===== config.mk =====
export PLATFORM = sky130hd
export DESIGN_NAME = ifetch_queue
export DESIGN_NICKNAME = d
export VERILOG_FILES = /design/src/rtl/ifetch_queue.sv
export SDC_FILE = /design/constraint.sdc
export NUM_CORES = 1
export LEC_CHECK = 0
export BUFFER_PORTS_ARGS = -buffer_cell sky130_fd_sc_hd__buf_4
export CORE_MARGIN = 5
export CORE_UTILIZATION = 33
export DETAILED_ROUTE_END_ITERATION = 8
export PLACE_DENSITY = 0.48
export SETUP_SLACK_MARGIN = 0.3
export SLEW_MARGIN = 5
export SYNTH_ARGS = -nofsm -noshare
export SYNTH_HDL_FRONTEND = slang
export SYNTH_SLANG_ARGS = --single-unit

===== constraint.sdc =====
create_clock -name clk -period 6.4 [get_ports clk]
set_input_delay 0.32 -clock clk [delete_from_list [all_inputs] [get_ports clk]]
set_output_delay 0.32 -clock clk [all_outputs]
set_load 0.02 [all_outputs]

===== src/rtl/ifetch_queue.sv =====
// Sequential instruction fetcher: one outstanding req/ack memory access feeding a prefetch FIFO.
// Redirect flushes the FIFO; a response still in flight after a redirect is dropped.
module ifetch_queue #(
  parameter int          DEPTH    = 4,
  parameter logic [31:0] RESET_PC = 32'h0000_0000
) (
  input  logic        clk,
  input  logic        rst,
  output logic        mem_req,
  output logic [31:0] mem_addr,
  input  logic        mem_ack,
  input  logic [31:0] mem_rdata,
  input  logic        redirect,
  input  logic [31:0] redirect_pc,
  output logic        ins_valid,
  output logic [31:0] ins,
  output logic [31:0] ins_pc,
  input  logic        ins_ready
);

  localparam int AW = (DEPTH > 1) ? $clog2(DEPTH) : 1;
  localparam int CW = AW + 1;
  localparam logic [CW-1:0] DEPTH_C = CW'(DEPTH);

  localparam logic [1:0] S_IDLE = 2'd0;
  localparam logic [1:0] S_WAIT = 2'd1;
  localparam logic [1:0] S_DROP = 2'd2;

  logic [1:0]    state_q, state_d;
  logic [31:0]   fetch_pc_q, fetch_pc_d;
  logic [31:0]   mem_addr_q, mem_addr_d;
  logic [AW-1:0] rd_ptr_q, wr_ptr_q;
  logic [CW-1:0] count_q;
  logic [31:0]   pc_mem  [DEPTH];
  logic [31:0]   dat_mem [DEPTH];

  logic          pop, push;
  logic [31:0]   tgt_pc;
  logic [CW-1:0] count_after_pop, count_after_push;

  assign tgt_pc           = redirect_pc & ~32'h3;
  assign pop              = ins_valid && ins_ready;
  assign push             = (state_q == S_WAIT) && mem_ack && !redirect;
  assign count_after_pop  = count_q - CW'(pop);
  assign count_after_push = count_after_pop + CW'(push);

  assign mem_req   = (state_q != S_IDLE);
  assign mem_addr  = mem_addr_q;
  assign ins_valid = (count_q != '0);
  assign ins       = dat_mem[rd_ptr_q];
  assign ins_pc    = pc_mem[rd_ptr_q];

  always_comb begin
    state_d    = state_q;
    fetch_pc_d = fetch_pc_q;
    mem_addr_d = mem_addr_q;
    case (state_q)
      S_IDLE: begin
        if (redirect) begin
          fetch_pc_d = tgt_pc;
        end else if (count_after_pop < DEPTH_C) begin
          mem_addr_d = fetch_pc_q;
          state_d    = S_WAIT;
        end
      end
      S_WAIT: begin
        if (redirect) begin
          fetch_pc_d = tgt_pc;
          state_d    = mem_ack ? S_IDLE : S_DROP;
        end else if (mem_ack) begin
          fetch_pc_d = mem_addr_q + 32'd4;
          // Chain the next request only if its response is guaranteed a slot.
          if (count_after_push < DEPTH_C) begin
            mem_addr_d = mem_addr_q + 32'd4;
          end else begin
            state_d = S_IDLE;
          end
        end
      end
      S_DROP: begin
        if (redirect) begin
          fetch_pc_d = tgt_pc;
        end
        if (mem_ack) begin
          state_d = S_IDLE;
        end
      end
      default: state_d = S_IDLE;
    endcase
  end

  always_ff @(posedge clk) begin
    if (rst) begin
      state_q    <= S_IDLE;
      fetch_pc_q <= RESET_PC;
      mem_addr_q <= '0;
    end else begin
      state_q    <= state_d;
      fetch_pc_q <= fetch_pc_d;
      mem_addr_q <= mem_addr_d;
    end
  end

  always_ff @(posedge clk) begin
    if (rst || redirect) begin
      rd_ptr_q <= '0;
      wr_ptr_q <= '0;
      count_q  <= '0;
    end else begin
      if (push) begin
        wr_ptr_q <= wr_ptr_q + AW'(1);
      end
      if (pop) begin
        rd_ptr_q <= rd_ptr_q + AW'(1);
      end
      count_q <= count_after_push;
    end
  end

  always_ff @(posedge clk) begin
    if (push) begin
      pc_mem[wr_ptr_q]  <= mem_addr_q;
      dat_mem[wr_ptr_q] <= mem_rdata;
    end
  end

endmodule

==> results.md <==
- The run finished with clean final reports.
- The final count of pins violating max slew came to 0.
- For the worst-skew pair, the clock arrives at the later sink with an insertion delay of 0.53 ns.
- In the synthesized netlist the async set-or-reset flop fraction comes to 0.
- The initial antenna violation count is 0.
- After detailed routing, the number of vias per cell comes to 5.08.
- The post-detailed-routing wire length is 35.2 mm.
- The critical path endpoint is mem_addr[8].
- The total negative slack for setup checks is 0 ns.
- The Yosys step of the flow raised 0 warnings.
- From synthesis to final layout, the design area changed by 24.7%.
- The H-tree generated during clock tree synthesis spans 2 levels.
- The number of maximum-capacitance constraint violations is 0.
- For flop-to-flop paths, the worst setup slack is 2.60 ns.
- The tightest hold path in the finished design has a slack of 0.0532 ns.
- The slew at the pin closest to its max-slew limit is 1.12 ns.
- Counting every instance in the synthesized netlist gives 882.
- The top cell type by total area after synthesis is edfxtp_1.
- The number of buffers between clock root and the deepest sink is 3.
- The floorplan step defined a core boundary enclosing 40,700 um2.
- The tree is rooted in a clkbuf_16.
- Dividing the detail-routed wire length by the instance count gives 21.5 um.
- The total of endpoints with negative setup slack in the final report is 0.
- The final worst-path cycle share is 0.594.
- The data arrival at the endpoint of the critical path is 4.24 ns.
- The final clock skew is 0.0249 ns.
- The number of port buffers is 164.
- The die is 213 um wide.
- The number of cell rows is 74.
- The number of non-filler instances in the completed layout is 1,638.
- The cell area after synthesis is 13,500 um2.
- The worst setup path is launched from a flop.
- From bottom edge to top edge, the die measures 213 um.
- The number of iterations in the first detailed-routing pass is 6.
- Static timing analysis puts the maximum clock frequency at 263 MHz.
- The number of filler cells placed in the layout is 3,786.
- The first global-routing pass estimated 53.0 mm of wire.
- The startpoint of the worst-slack reg-to-reg timing path is count_q[2].
- Clock-pin slew was measured on the worst setup and hold paths at 0.06 ns.
- The overall track demand over capacity in global routing is 0.154.
- The number of nets in the final layout is 1,153.
- The violation count after the first detailed-routing iteration is 646.
- The die covers 45,200 um2.
- Once detailed placement completed, the half-perimeter wirelength came to 21.2 mm.
- The biggest fanout along the worst timing path is 22.
- The launch point of the worst hold path is redirect_pc[27].
- The clock tree from TritonCTS is done.
- Dividing the synthesized area by the synthesized cell count gives 15.4 um2.
- The initial core utilization is 0.332.
- The endpoint identified for the worst register-to-register timing path is mem_addr[8].
- The power density of the placed cells is 286 nW/um2.
- The post-route antenna net violation count is 0.
- The total instance count after detailed placement is 1,533.
- Setup repair after global routing left no endpoint under its margin.
- The worst setup path category is reg -> reg.
- The worst slew margin relative to its limit is 0.253.
- At the end of routability-driven placement, the weighted congestion stood at 0.743.
- The most used flip-flop cell after synthesis is edfxtp_1.
- During I/O placement, the number of pins put on the boundary was 167.
- The worst setup path is captured at a flop.
- The number of global-route vias before repair is 8,519.
- The highest ir drop seen on vdd is 0.161 mV.
- At the worst endpoint, the required time is 6.84 ns.
- The overall overflow remaining after global route is 0.
- The commonest cells after synthesis are edfxtp_1, dfxtp_1, mux4_2.
- The hold violation count in the final report is 0.
- After synthesis, the netlist uses 61 different library cells.
- Counting I/O delays and the setup requirement, the final critical path takes 3.80 ns.
- The path depth of the worst reg2reg path is 11.
- The number of CTS-inserted buffers is 39.
- The share of the Yosys chip area taken by registers is 0.679.
- The net count after synthesis is 960.
- The share of layout cells above drive strength 1 is 0.289.
- The repair_antennas step left the layout with diodes totalling 0.
- Detailed routing inserted a total of 8,315 vias.
- Entering global routing, the biggest net connects 65 pins.
- The number of flops mapped to enable cells by yosys is 256.
- In this run the static leakage power is 5.87 nW.
- The tightest min-delay check is of the in -> reg type.
- Sorting the synthesized cells by area gives the leading types as edfxtp_1, dfxtp_1, mux4_2, nand2_1, a21oi_1.
- The post-CTS repair timing setup buffer count is 0.
- The post-route cell area is 16,900 um2.
- The area of placed instances is 15,300 um2.
- For this design, the sink count on the clock tree is 331.
- The most common cell in the synthesized netlist is edfxtp_1.
- The total DRC errors in the routed layout is 0.
- The number of flip-flops and latches in the synthesized netlist is 331.
- The start point of the critical path is count_q[2].
- Of the post-synthesis cell area, the dominant cell type holds 0.568.
-- worst min-delay path by stage --
stage | to | cells after the start
after floorplan | state_q[1] | 1
after global placement | fetch_pc_q[8] | 2
after detailed placement | fetch_pc_q[4] | 2
after CTS | fetch_pc_q[27] | 3
after global routing | fetch_pc_q[27] | 3
final | fetch_pc_q[27] | 3
-- cells by family after synthesis --
kind of cell               Yosys count  synth area share
and+or+nand+nor                    218            0.0846
DFF                                331             0.679
adders and majority gates            9           0.00832
xor gates and xnor gates            28            0.0181
AOI/OAI and AO/OA                  153            0.0764
muxes                               68             0.110
buffers and inverters               75            0.0244
-- critical path, stage by stage (launching register included) --
cell,delay (ns)
dfxtp_1,0.33
or3_1,0.37
and2_1,0.21
ha_1,0.28
inv_1,0.04
ha_1,0.19
ha_1,0.22
nand2b_1,0.16
a2111oi_2,0.45
or2_1,0.83
nand2_2,0.40
o21ai_1,0.23
-- area by class of cell --
type	count	area [um2]	area share
clock buffer	49	1050	0.0624
clock inverter	23	219	0.0130
inverter	19	71.3	0.00422
multi-input combinational	476	4040	0.239
sequential	331	9200	0.545
tap	532	666	0.0394
timing repair buffer	208	1640	0.0973
-- sequential cells by signal (all words and copies together) (netlist names), named ones only --
| name | cells |
|---|---|
| dat_mem | 128 |
| pc_mem | 128 |
| fetch_pc_q | 32 |
| mem_addr | 32 |
| count_q | 3 |
| rd_ptr_q | 2 |
| state_q | 2 |
| wr_ptr_q | 2 |
-- power by group --
part | leakage (nW) | internal (W) | total (W) | switching, W
clock | 0.627 | 0.00133 | 0.00219 | 0.000857
sequential | 3.05 | 0.00234 | 0.00238 | 0.0000420
combinational | 2.19 | 0.000117 | 0.000265 | 0.000148
total | 5.87 | 0.00379 | 0.00483 | 0.00105
-- metal layers --
metal / GRT usage / vias to the layer above / part of all wire
met5: 0 / - / 0
met4: 0.0406 / 0 / 0.020
met3: 0.0258 / 44 / 0.045
met2: 0.249 / 199 / 0.48
met1: 0.218 / 4202 / 0.46
li1: - / 3870 / -
-- through the flow --
step                      worst slack [ns]  utilization  total power (W)
final                                 2.60        0.415          0.00483
after global routing                  2.22        0.415          0.00502
after CTS                             2.53        0.415          0.00491
after detailed placement              2.58        0.375          0.00268
after global placement                2.59        0.375          0.00268
after floorplan                       3.35            -          0.00256
-- what timing repair did --
action	CTS	global route
hold endpoints to repair	130	0
hold buffers	33	0
resized for setup	0	0
-- placed cells by master, fill, tap and decap left out, types with 8 or more instances in the layout --
cell type / count
edfxtp_1: 256
buf_4: 175
dfxtp_1: 73
mux4_2: 64
nand2_1: 60
nor2_1: 53
a21oi_1: 40
clkbuf_16: 39
dlygate4sd3_1: 33
nand3_1: 22
xnor2_1: 20
inv_1: 19
o21ai_1: 18
nor3_1: 16
a32oi_1: 16
o21ai_0: 11
nand4_1: 11
ha_1: 9
xor2_1: 8
and3_1: 8
a31oi_1: 8
o32ai_1: 8
clkinv_1: 8
Note: power is estimated with default switching activity, not from simulation.
